$ cat src/rtl/cpu_run_controller.sv
// Run sequencer for single_cycle_cpu: streams a program image into instruction
// memory with the CPU held in reset, then runs it until halt or cycle budget.
module cpu_run_controller #(
   parameter int          IMEM_WORDS = 64,
   parameter int          MAX_CYCLES = 1000,
   parameter logic [31:0] HALT_INSTR = 32'h0000_0063
) (
   input  logic        clk,
   input  logic        rst,
   input  logic        start,
   input  logic        load_valid,
   input  logic [31:0] load_data,
   input  logic        load_last,
   output logic        load_ready,
   output logic        imem_we,
   output logic [31:0] imem_waddr,
   output logic [31:0] imem_wdata,
   output logic        cpu_rst,
   input  logic [63:0] cpu_debug,
   output logic        busy,
   output logic        done,
   output logic        timeout,
   output logic        load_trunc,
   output logic [31:0] cycle_count,
   output logic [31:0] halt_pc
);

   localparam int CNT_W = $clog2(IMEM_WORDS) + 1;

   typedef enum logic [2:0] {
      S_IDLE,
      S_LOAD,
      S_CPU_RESET,
      S_RUN,
      S_DONE
   } state_t;

   state_t             r_state;
   state_t             w_next;
   logic [CNT_W-1:0]   r_word_cnt;
   logic [31:0]        r_cycle_count;
   logic [31:0]        r_halt_pc;
   logic               r_cpu_rst;
   logic               r_busy;
   logic               r_done;
   logic               r_timeout;
   logic               r_load_trunc;
   logic               w_load_ready;
   logic               w_accept;
   logic               w_last_slot;
   logic               w_halt;
   logic               w_budget_end;

   assign w_load_ready = (r_state == S_LOAD);
   assign w_accept     = w_load_ready && load_valid;
   assign w_last_slot  = (r_word_cnt == CNT_W'(IMEM_WORDS - 1));
   assign w_halt       = (cpu_debug[31:0] == HALT_INSTR);
   assign w_budget_end = (r_cycle_count == 32'(MAX_CYCLES - 1));

   always_comb begin
      w_next = r_state;
      case (r_state)
         S_IDLE:      if (start) w_next = S_LOAD;
         S_LOAD:      if (w_accept && (load_last || w_last_slot)) w_next = S_CPU_RESET;
         S_CPU_RESET: w_next = S_RUN;
         S_RUN:       if (w_halt || w_budget_end) w_next = S_DONE;
         S_DONE:      if (start) w_next = S_LOAD;
         default:     w_next = S_IDLE;
      endcase
   end

   // State register; status outputs are registered from the next state so they
   // line up with the state they describe.
   always_ff @(posedge clk) begin
      if (rst) begin
         r_state   <= S_IDLE;
         r_cpu_rst <= 1'b1;
         r_busy    <= 1'b0;
         r_done    <= 1'b0;
      end else begin
         r_state   <= w_next;
         r_cpu_rst <= (w_next == S_IDLE) || (w_next == S_LOAD) || (w_next == S_CPU_RESET);
         r_busy    <= (w_next == S_LOAD) || (w_next == S_CPU_RESET) || (w_next == S_RUN);
         r_done    <= (w_next == S_DONE);
      end
   end

   always_ff @(posedge clk) begin
      if (rst) begin
         r_word_cnt    <= '0;
         r_cycle_count <= '0;
         r_halt_pc     <= '0;
         r_timeout     <= 1'b0;
         r_load_trunc  <= 1'b0;
      end else begin
         case (r_state)
            S_IDLE, S_DONE: begin
               if (start) begin
                  r_word_cnt    <= '0;
                  r_cycle_count <= '0;
                  r_halt_pc     <= '0;
                  r_timeout     <= 1'b0;
                  r_load_trunc  <= 1'b0;
               end
            end
            S_LOAD: begin
               if (w_accept) begin
                  r_word_cnt <= r_word_cnt + 1'b1;
                  if (!load_last && w_last_slot) r_load_trunc <= 1'b1;
               end
            end
            S_RUN: begin
               // Halt wins over budget: the halt cycle itself is not counted.
               if (w_halt) begin
                  r_halt_pc <= cpu_debug[63:32];
               end else begin
                  r_cycle_count <= r_cycle_count + 32'd1;
                  if (w_budget_end) r_timeout <= 1'b1;
               end
            end
            default: ;
         endcase
      end
   end

   assign load_ready  = w_load_ready;
   assign imem_we     = w_accept;
   assign imem_waddr  = {{(30 - CNT_W){1'b0}}, r_word_cnt, 2'b00};
   assign imem_wdata  = load_data;
   assign cpu_rst     = r_cpu_rst;
   assign busy        = r_busy;
   assign done        = r_done;
   assign timeout     = r_timeout;
   assign load_trunc  = r_load_trunc;
   assign cycle_count = r_cycle_count;
   assign halt_pc     = r_halt_pc;

endmodule

$ cat config.mk
export PLATFORM = sky130hd
export DESIGN_NAME = cpu_run_controller
export DESIGN_NICKNAME = d
export VERILOG_FILES = /design/src/rtl/cpu_run_controller.sv
export SDC_FILE = /design/constraint.sdc
export NUM_CORES = 1
export LEC_CHECK = 0
export ABC_CLOCK_PERIOD_IN_PS = 4700
export CAP_MARGIN = 15
export CORE_MARGIN = 10
export CORE_UTILIZATION = 32
export CTS_BUF_LIST = sky130_fd_sc_hd__clkbuf_2 sky130_fd_sc_hd__clkbuf_4 sky130_fd_sc_hd__clkbuf_8
export DETAILED_ROUTE_END_ITERATION = 12
export PLACE_DENSITY = 0.71
export SKIP_CTS_REPAIR_TIMING = 1
export SYNTH_ARGS = -nofsm -noshare
export SYNTH_HDL_FRONTEND = slang
export SYNTH_SLANG_ARGS = --single-unit
$ cat constraint.sdc
create_clock -name clk -period 4.7 [get_ports clk]
set_clock_uncertainty 0.15 [all_clocks]
set_input_delay 0.94 -clock clk [delete_from_list [all_inputs] [get_ports clk]]
set_output_delay 0.94 -clock clk [all_outputs]
set_load 0.01 [all_outputs]
==> metrics, run 1 <==
io pins=236; critical path endpoint category=output port; Req. time, crit path=3.61 ns; largest net degree at the start of global routing=42; number of maximum-capacitance constraint violations=0; final net count=692; library cell with the largest summed area after synthesis=sky130_fd_sc_hd__dfxtp_1; number of antenna diodes=0; number of global-route vias before repair=3772; H-tree lvl count=3; worst-case clock buffer depth=2; total of fill cells in the finished design=1161; max-slew headroom at the worst pin=47.7%; total negative slack=0 ns; die outline height=131 microns; number of distinct library cells after synthesis=45; path type of the worst setup path=in -> out; final hold violation count=0; final antenna-violating net count=0; sequential cell area in the final layout=0.00158 sq mm; hold crit path type=reg -> reg; multi-input combinational cell area=0.00188 sq mm; placed cell count=724; post-synthesis register bit count=79; number of standard-cell rows in the floorplan=40; synthesized cell area=0.00393 sq mm; Total Routing Usage GR=13.7%; grt ovf=0; drt first-iter violations=203; global-route wire length before repair=18900 microns; Initial Util=32.7%; overall routed net length=12400 microns; post-synthesis cell count=485; setup-violating endpoint count in the final report=0; CTS clock-pin slew for the worst setup and hold paths=0.08 ns; final standard cell area without fillers=0.00542 sq mm; die width=131 microns; routed wire length per instance=16.7 microns; DRC violations left=0; dominant synthesized flop cell=sky130_fd_sc_hd__dfxtp_1; minimum clock period=3.37 ns; area of the die=0.0171 sq mm; sum of net half-perimeters after detailed placement=9440 microns; number of warnings reported in the yosys synthesis log=0; clock root buffer master=sky130_fd_sc_hd__clkbuf_8; arrival time of the worst setup path=2.28 ns; count of buffers from port buffering=146; layout overhead on the synthesized area=37.8%; placed instance area=0.00516 sq mm; number of iterations in the first detailed-routing pass=4; number of antenna violations at the first check in global routing=0; Static Leakage=1.77 nW; CP Launch Type=primary input; clock sink count=79; final estimated routing congestion in global placement=0.803; largest fanout on the critical path=4; mean post-synth cell area=8.11 sq um; non-filler instance count after layout=741; highest achievable clock rate=0.297 GHz; share of cells above drive strength 1=5.22%; insertion delay to the later sink of the worst-skew pair=0.36 ns; period utilisation layout=71.7%; via total after detailed routing=3791; number of synthesized flops with an enable pin=0; share of flip-flops with an asynchronous set or reset=0%; CORE AREA=0.0120 sq mm; result of the run=completed; number of max-slew violations in the final report=0; sequential element share of the synthesized area=40.2%; slew at the pin with the worst max-slew slack=0.784 ns; unrepaired setup endpoints after global routing=false; largest vdd supply drop=0.000131 V; total power density per cell area=256 mW/mm^2; share of the synthesized area in the top cell type=40.2%; clock tree from TritonCTS=built; total clock buffers created by CTS=9; dominant cell by count in the synthesized netlist=sky130_fd_sc_hd__dfxtp_1; top post-synthesis cells by count=sky130_fd_sc_hd__dfxtp_1, sky130_fd_sc_hd__a21oi_1, sky130_fd_sc_hd__buf_4, sky130_fd_sc_hd__nand2_1, sky130_fd_sc_hd__nand3_1; Via density=5.12; leading post-synthesis cells by cell area=sky130_fd_sc_hd__dfxtp_1, sky130_fd_sc_hd__buf_4, sky130_fd_sc_hd__a21oi_1, sky130_fd_sc_hd__nand3_1, sky130_fd_sc_hd__nand2_1
area by class of cell:
type,instances,share of cell area (%)
Tap cell,147,3.39
Clock buffer,11,2.79
Clock inverter,5,1.48
Multi-Input combinational cell,341,34.7
Timing Repair Buffer,151,28.0
Inverter,7,0.485
Sequential cell,79,29.2
state kept, by name, indices dropped and copies added (netlist names):
register,cells
cycle_count,32
halt_pc,32
r_word_cnt,7
r_state,3
busy,1
cpu_rst,1
done,1
load_trunc,1
timeout,1
layer usage:
layer	vias to the layer above	share of wire, %	GRT usage, %
li1	1849	-	-
met1	1788	39	15.1
met2	122	50	23.4
met3	32	9.2	4.71
met4	0	1.9	5.69
met5	-	0	0
worst max-delay path: stages:
cell and delay (ns):
sky130_fd_sc_hd__clkdlybuf4s50_1 0.49, sky130_fd_sc_hd__and2_0 0.26, sky130_fd_sc_hd__clkdlybuf4s50_1 0.59
power breakdown:
group / leakage [nW] / internal, mW / switching (mW)
Combinational: 1.02 / 0.0661 / 0.0585
Sequential: 0.637 / 0.672 / 0.00324
Clock: 0.112 / 0.327 / 0.261
through the flow:
step	total power, mW	worst slack (ns)	hold WS, ns	util [%]
2_1_floorplan	0.783	2.15	0.313	-
4_1_cts	1.40	1.31	0.320	44.9
3_3_place_gp	0.813	1.15	0.302	43.0
5_1_grt	1.44	0.983	0.345	45.1
3_5_place_dp	0.815	1.01	0.311	43.0
6_report	1.39	1.33	0.318	45.1
final timing paths:
check                      startpoint                           end  slack [ns]  cells past startpoint
max                        load_valid                       imem_we        1.33                      3
min          halt_pc[30]$_SDFFE_PP0P_      halt_pc[30]$_SDFFE_PP0P_        0.32                      2
max reg2reg     r_state[0]$_SDFF_PP0_  cycle_count[31]$_SDFFE_PP0P_        2.29                      6
min reg2reg  halt_pc[30]$_SDFFE_PP0P_      halt_pc[30]$_SDFFE_PP0P_        0.32                      2
cell families (layout without fill, tap and decap cells):
group	Yosys count	after routing	synth area share, %
other	1	25	0.0954
muxes	1	1	0.286
DFF	79	79	40.2
adders and majority gates	2	2	0.636
buffers and inverters	89	174	14.3
xor gates and xnor gates	15	15	3.34
AOI/OAI and AO/OA	102	102	15.0
and+or+nand+nor	196	196	26.1
cell usage in the layout (no fill, tap or decap), types with 2 or more instances in the layout:
cell                              Yosys  layout
sky130_fd_sc_hd__clkdlybuf4s50_1      0     146
sky130_fd_sc_hd__dfxtp_1             79      79
sky130_fd_sc_hd__a21oi_1             58      58
sky130_fd_sc_hd__nand2_1             52      52
sky130_fd_sc_hd__nand3_1             46      46
sky130_fd_sc_hd__nor2_1              26      26
sky130_fd_sc_hd__conb_1               1      25
sky130_fd_sc_hd__o21ai_0             17      17
sky130_fd_sc_hd__or3_1               16      16
sky130_fd_sc_hd__nor4_1              11      11
sky130_fd_sc_hd__xor2_1              11      11
sky130_fd_sc_hd__clkbuf_8             0      11
sky130_fd_sc_hd__inv_1                7       7
sky130_fd_sc_hd__nand4_1              7       7
sky130_fd_sc_hd__or4_1                6       6
sky130_fd_sc_hd__o211ai_1             6       6
sky130_fd_sc_hd__nand2b_1             5       5
sky130_fd_sc_hd__o31ai_1              5       5
sky130_fd_sc_hd__and3_1               5       5
sky130_fd_sc_hd__o2111ai_1            5       5
sky130_fd_sc_hd__or2_2                4       4
sky130_fd_sc_hd__xnor2_1              4       4
sky130_fd_sc_hd__and4_1               4       4
sky130_fd_sc_hd__buf_4               58       4
sky130_fd_sc_hd__nor3b_1              2       2
sky130_fd_sc_hd__nor4b_1              2       2
sky130_fd_sc_hd__nor3_1               2       2
sky130_fd_sc_hd__a311oi_1             2       2
sky130_fd_sc_hd__o21a_1               2       2
sky130_fd_sc_hd__a31o_2               2       2
sky130_fd_sc_hd__a31oi_1              2       2
sky130_fd_sc_hd__ha_1                 2       2
sky130_fd_sc_hd__clkinvlp_4           0       2
sky130_fd_sc_hd__bufinv_16            0       2
No activity file was read; power rests on OpenSTA's default activity.
==> inputs of run 2 (changes only) <==
- ABC_CLOCK_PERIOD_IN_PS: 4700 -> 3550
- clock period: 4.7 -> 3.55 ns (I/O delays scaled with it)
==> metrics, run 2 (synthesis results as in run 1) <==
insertion delay to the later sink of the worst-skew pair=0.36 ns; Static Leakage=1.78 nW; slew at the pin with the worst max-slew slack=0.603 ns; hold crit path type=reg -> reg; critical path endpoint category=output port; final antenna-violating net count=0; part of the total power dissipated in sequential elements=50.4%; final standard cell area without fillers=0.00542 sq mm; overall routed net length=12400 microns; busiest layer in global routing=met2; CP Launch Type=primary input; number of global-route vias before repair=3743; die width=131 microns; Via density=5.15; total of fill cells in the finished design=1217; grt ovf=0; number of antenna diodes=0; Worst Hold Path Cells=2; worst-case clock buffer depth=2; cell depth of the worst flop-to-flop path=6; largest fanout on the critical path=4; highest achievable clock rate=0.346 GHz; total clock buffers created by CTS=9; result of the run=completed; sum of net half-perimeters after detailed placement=9540 microns; period utilisation layout=81.3%; global-route wire length before repair=18900 microns; unrepaired setup endpoints after global routing=false; area of the die=0.0171 sq mm; placed cell count=730; GR met1 Demand/Resource=15.3%; max-slew headroom at the worst pin=59.6%; routed wire length per instance=16.7 microns; clock tree from TritonCTS=built; final hold violation count=0; Initial Util=32.7%; leading cell types in the layout, fill and taps excluded=sky130_fd_sc_hd__clkdlybuf4s50_1, sky130_fd_sc_hd__dfxtp_1, sky130_fd_sc_hd__a21oi_1, sky130_fd_sc_hd__nand2_1, sky130_fd_sc_hd__nand3_1; final net count=697; Clk network pwr share=39.9%; io pins=236; share of cells above drive strength 1=5.54%; net switching power of the design=0.406 mW; multi-input combinational cell area=0.00188 sq mm; Req. time, crit path=2.69 ns; commonest non-fill, non-tap cell in the layout=sky130_fd_sc_hd__clkdlybuf4s50_1; logic gate share of total power=9.7%; H-tree lvl count=3; DRC violations left=0; arrival time of the worst setup path=2.03 ns; Total Routing Usage GR=13.7%; setup-violating endpoint count in the final report=0; largest net degree at the start of global routing=40; minimum clock period=2.89 ns; sequential cell area in the final layout=0.00158 sq mm; CTS clock-pin slew for the worst setup and hold paths=0.08 ns; number of standard-cell rows in the floorplan=40; met3 global-route usage=4.35%; CORE AREA=0.0120 sq mm; share of total power consumed by net switching=22.9%; die outline height=131 microns; layout overhead on the synthesized area=37.7%; count of buffers from port buffering=146; drt first-iter violations=233; path type of the worst setup path=in -> out; via total after detailed routing=3829; Cell Int Power=1.37 mW; number of iterations in the first detailed-routing pass=5; total negative slack=0 ns; clock sink count=79; placed instance area=0.00522 sq mm; largest vdd supply drop=0.000129 V; number of antenna violations at the first check in global routing=0; non-filler instance count after layout=743; number of max-slew violations in the final report=0; final estimated routing congestion in global placement=0.797; total power density per cell area=327 mW/mm^2; clock root buffer master=sky130_fd_sc_hd__clkbuf_8; GRT met2 Usage=22.9%; number of maximum-capacitance constraint violations=0
==> run 2: changes by cell type in the layout (fill, tap and decap cells not counted) <==
| cell | change |
|---|---|
| sky130_fd_sc_hd__clkinvlp_4 | -2 |
| sky130_fd_sc_hd__clkinv_4 | +1 |
| sky130_fd_sc_hd__clkbuf_8 | -2 |
| sky130_fd_sc_hd__buf_12 | +1 |
| sky130_fd_sc_hd__buf_4 | +5 |
| sky130_fd_sc_hd__clkbuf_16 | -1 |
==> run 2: final timing paths <==
path	from	end	slack (ns)
setup / recovery	load_valid	imem_we	0.66
hold reg to reg	halt_pc[10]$_SDFFE_PP0P_	halt_pc[10]$_SDFFE_PP0P_	0.32
hold / removal	halt_pc[10]$_SDFFE_PP0P_	halt_pc[10]$_SDFFE_PP0P_	0.32
setup reg to reg	cycle_count[0]$_SDFFE_PP0P_	cycle_count[30]$_SDFFE_PP0P_	1.26
==> run 2: critical path, cell delays in order <==
cell and delay, ns:
sky130_fd_sc_hd__clkdlybuf4s50_1 0.49, sky130_fd_sc_hd__and2_0 0.24, sky130_fd_sc_hd__clkdlybuf4s50_1 0.58
==> run 2: layout make-up <==
class	count	area share (%)
clock buffer	9	2.29
clock inverter	4	1.36
inverter	7	0.485
multi-input combinational	341	34.7
sequential	79	29.2
tap	147	3.40
timing repair buffer	156	28.6
==> run 2: metrics by stage <==
stage / power (mW) / setup slack (ns) / hold slack, ns / utilization, %
6_report: 1.77 / 0.663 / 0.318 / 45.1
5_1_grt: 1.84 / 0.553 / 0.349 / 45.1
4_1_cts: 1.79 / 0.653 / 0.319 / 45.1
3_5_place_dp: 1.09 / 0.502 / 0.308 / 43.4
3_3_place_gp: 1.08 / 0.582 / 0.303 / 43.4
2_1_floorplan: 1.04 / 1.23 / 0.313 / -
==> run 2: power groups by stage <==
stage	Combinational, mW	Sequential, mW	Clock, mW
final	0.172	0.894	0.706
after global routing	0.187	0.894	0.763
after CTS	0.172	0.894	0.729
after detailed placement	0.171	0.915	0
after global placement	0.168	0.914	0
after floorplan	0.122	0.914	0
==> run 2: routing by layer <==
metal  wire (microns)  up-vias
met5                0        -
met4              355        0
met3             1150       37
met2             6150      147
met1             4730     1799
li1                 -     1846
==> inputs of run 3 (changes only) <==
- ABC_CLOCK_PERIOD_IN_PS: 3550 -> 2490
- PLACE_DENSITY: 0.71 -> 0.74
- clock period: 3.55 -> 2.49 ns (I/O delays scaled with it)
==> metrics, run 3 (synthesis results as in run 1) <==
met3 global-route usage=3.91%; number of global-route vias before repair=3713; leading cell types in the layout, fill and taps excluded=sky130_fd_sc_hd__clkdlybuf4s50_1, sky130_fd_sc_hd__dfxtp_1, sky130_fd_sc_hd__a21oi_1, sky130_fd_sc_hd__nand2_1, sky130_fd_sc_hd__nand3_1; layout overhead on the synthesized area=40.4%; final hold violation count=0; total of fill cells in the finished design=1179; clock sink count=79; global-route wire length before repair=19300 microns; unrepaired setup endpoints after global routing=false; share of cells above drive strength 1=7.27%; number of maximum-capacitance constraint violations=0; number of antenna diodes=0; number of max-slew violations in the final report=0; Static Leakage=1.84 nW; largest fanout on the critical path=3; area of the die=0.0171 sq mm; Total Routing Usage GR=14.1%; number of iterations in the first detailed-routing pass=4; critical path endpoint category=output port; number of antenna violations at the first check in global routing=0; Worst R2R End=cycle_count[30]$_SDFFE_PP0P_; minimum clock period=2.39 ns; overall routed net length=13000 microns; CORE AREA=0.0120 sq mm; DRC violations left=0; clock tree from TritonCTS=built; hold crit path type=reg -> reg; CTS clock-pin slew for the worst setup and hold paths=0.08 ns; highest achievable clock rate=0.419 GHz; total power density per cell area=471 mW/mm^2; final estimated routing congestion in global placement=0.767; Req. time, crit path=1.84 ns; Initial Util=32.7%; drt first-iter violations=248; final antenna-violating net count=0; setup-violating endpoint count in the final report=0; Via density=5.10; path type of the worst setup path=in -> out; die width=131 microns; result of the run=completed; Worst Hold Path Cells=2; reg2reg start=cycle_count[0]$_SDFFE_PP0P_; routed wire length per instance=17.3 microns; via total after detailed routing=3833; die outline height=131 microns; H-tree lvl count=3; largest vdd supply drop=0.000279 V; clock root buffer master=sky130_fd_sc_hd__clkbuf_8; worst setup slack after layout=0.101 ns; total negative slack=0 ns; insertion delay to the later sink of the worst-skew pair=0.36 ns; hold-critical path endpoint=halt_pc[31]$_SDFFE_PP0P_; grt ovf=0; CP Launch Type=primary input; period utilisation layout=95.9%; Total Power Consumption=2.60 mW; io pins=236; GRT met2 Usage=24.2%; largest net degree at the start of global routing=37; sum of net half-perimeters after detailed placement=9870 microns; final net count=704; commonest non-fill, non-tap cell in the layout=sky130_fd_sc_hd__clkdlybuf4s50_1; Post-Place Setup Slack=-0.0820 ns; number of standard-cell rows in the floorplan=40; busiest layer in global routing=met2; worst-case clock buffer depth=2; HP Start=halt_pc[31]$_SDFFE_PP0P_; arrival time of the worst setup path=1.74 ns; cell depth of the worst flop-to-flop path=7; Register-to-Register Setup Slack=0.18 ns; count of buffers from port buffering=146; GR met1 Demand/Resource=15.9%; total clock buffers created by CTS=9
## run 3: cell type report
cell class,count,area (sq um),area share (%)
clock inverter,3,67.6,1.22
inverter,7,26.3,0.476
multi-input combinational,341,1880,34.1
clock buffer,12,153,2.76
tap,147,184,3.33
sequential,79,1580,28.7
timing repair buffer,163,1630,29.5
## run 3: worst max-delay path by stage
stage	startpoint	endpoint	slack, ns	depth (start not counted)
6_report	load_valid	imem_we	0.10	3
5_1_grt	load_valid	imem_we	0.03	3
4_1_cts	r_state[0]$_SDFF_PP0_	imem_we	-0.03	3
3_5_place_dp	cpu_debug[2]	cycle_count[27]$_SDFFE_PP0P_	-0.08	8
3_3_place_gp	cpu_debug[3]	cycle_count[31]$_SDFFE_PP0P_	-0.04	8
2_1_floorplan	cpu_debug[2]	cycle_count[0]$_SDFFE_PP0P_	0.39	6
## run 3: layer usage
metal | vias to the layer above | part of all wire [%] | wire length, microns
li1 | 1861 | - | -
met1 | 1807 | 39 | 5040
met2 | 143 | 51 | 6620
met3 | 22 | 8.6 | 1120
met4 | 0 | 1.6 | 212
met5 | - | 0 | 0
## run 3: power breakdown
part           internal, mW  switching, mW  leakage, nW
Clock                 0.610          0.464        0.110
Sequential             1.27        0.00624        0.637
Combinational         0.137          0.115         1.09
Total                  2.01          0.585         1.84
## run 3: stage by stage
| stage | cells | hold slack (ns) | area (sq um) | util (%) |
|---|---|---|---|---|
| final | 752 | 0.317 | 5520 | 46.0 |
| after global routing | 752 | 0.337 | 5520 | 46.0 |
| after CTS | 752 | 0.319 | 5520 | 45.9 |
| after detailed placement | 737 | 0.308 | 5300 | 44.1 |
| after global placement | 737 | 0.302 | 5300 | 44.1 |
| after floorplan | 509 | 0.313 | 4020 | - |
## run 3: critical path, cell delays in order
cell and delay, ns:
sky130_fd_sc_hd__clkdlybuf4s50_1 0.51, sky130_fd_sc_hd__and2_0 0.18, sky130_fd_sc_hd__clkdlybuf4s50_1 0.55
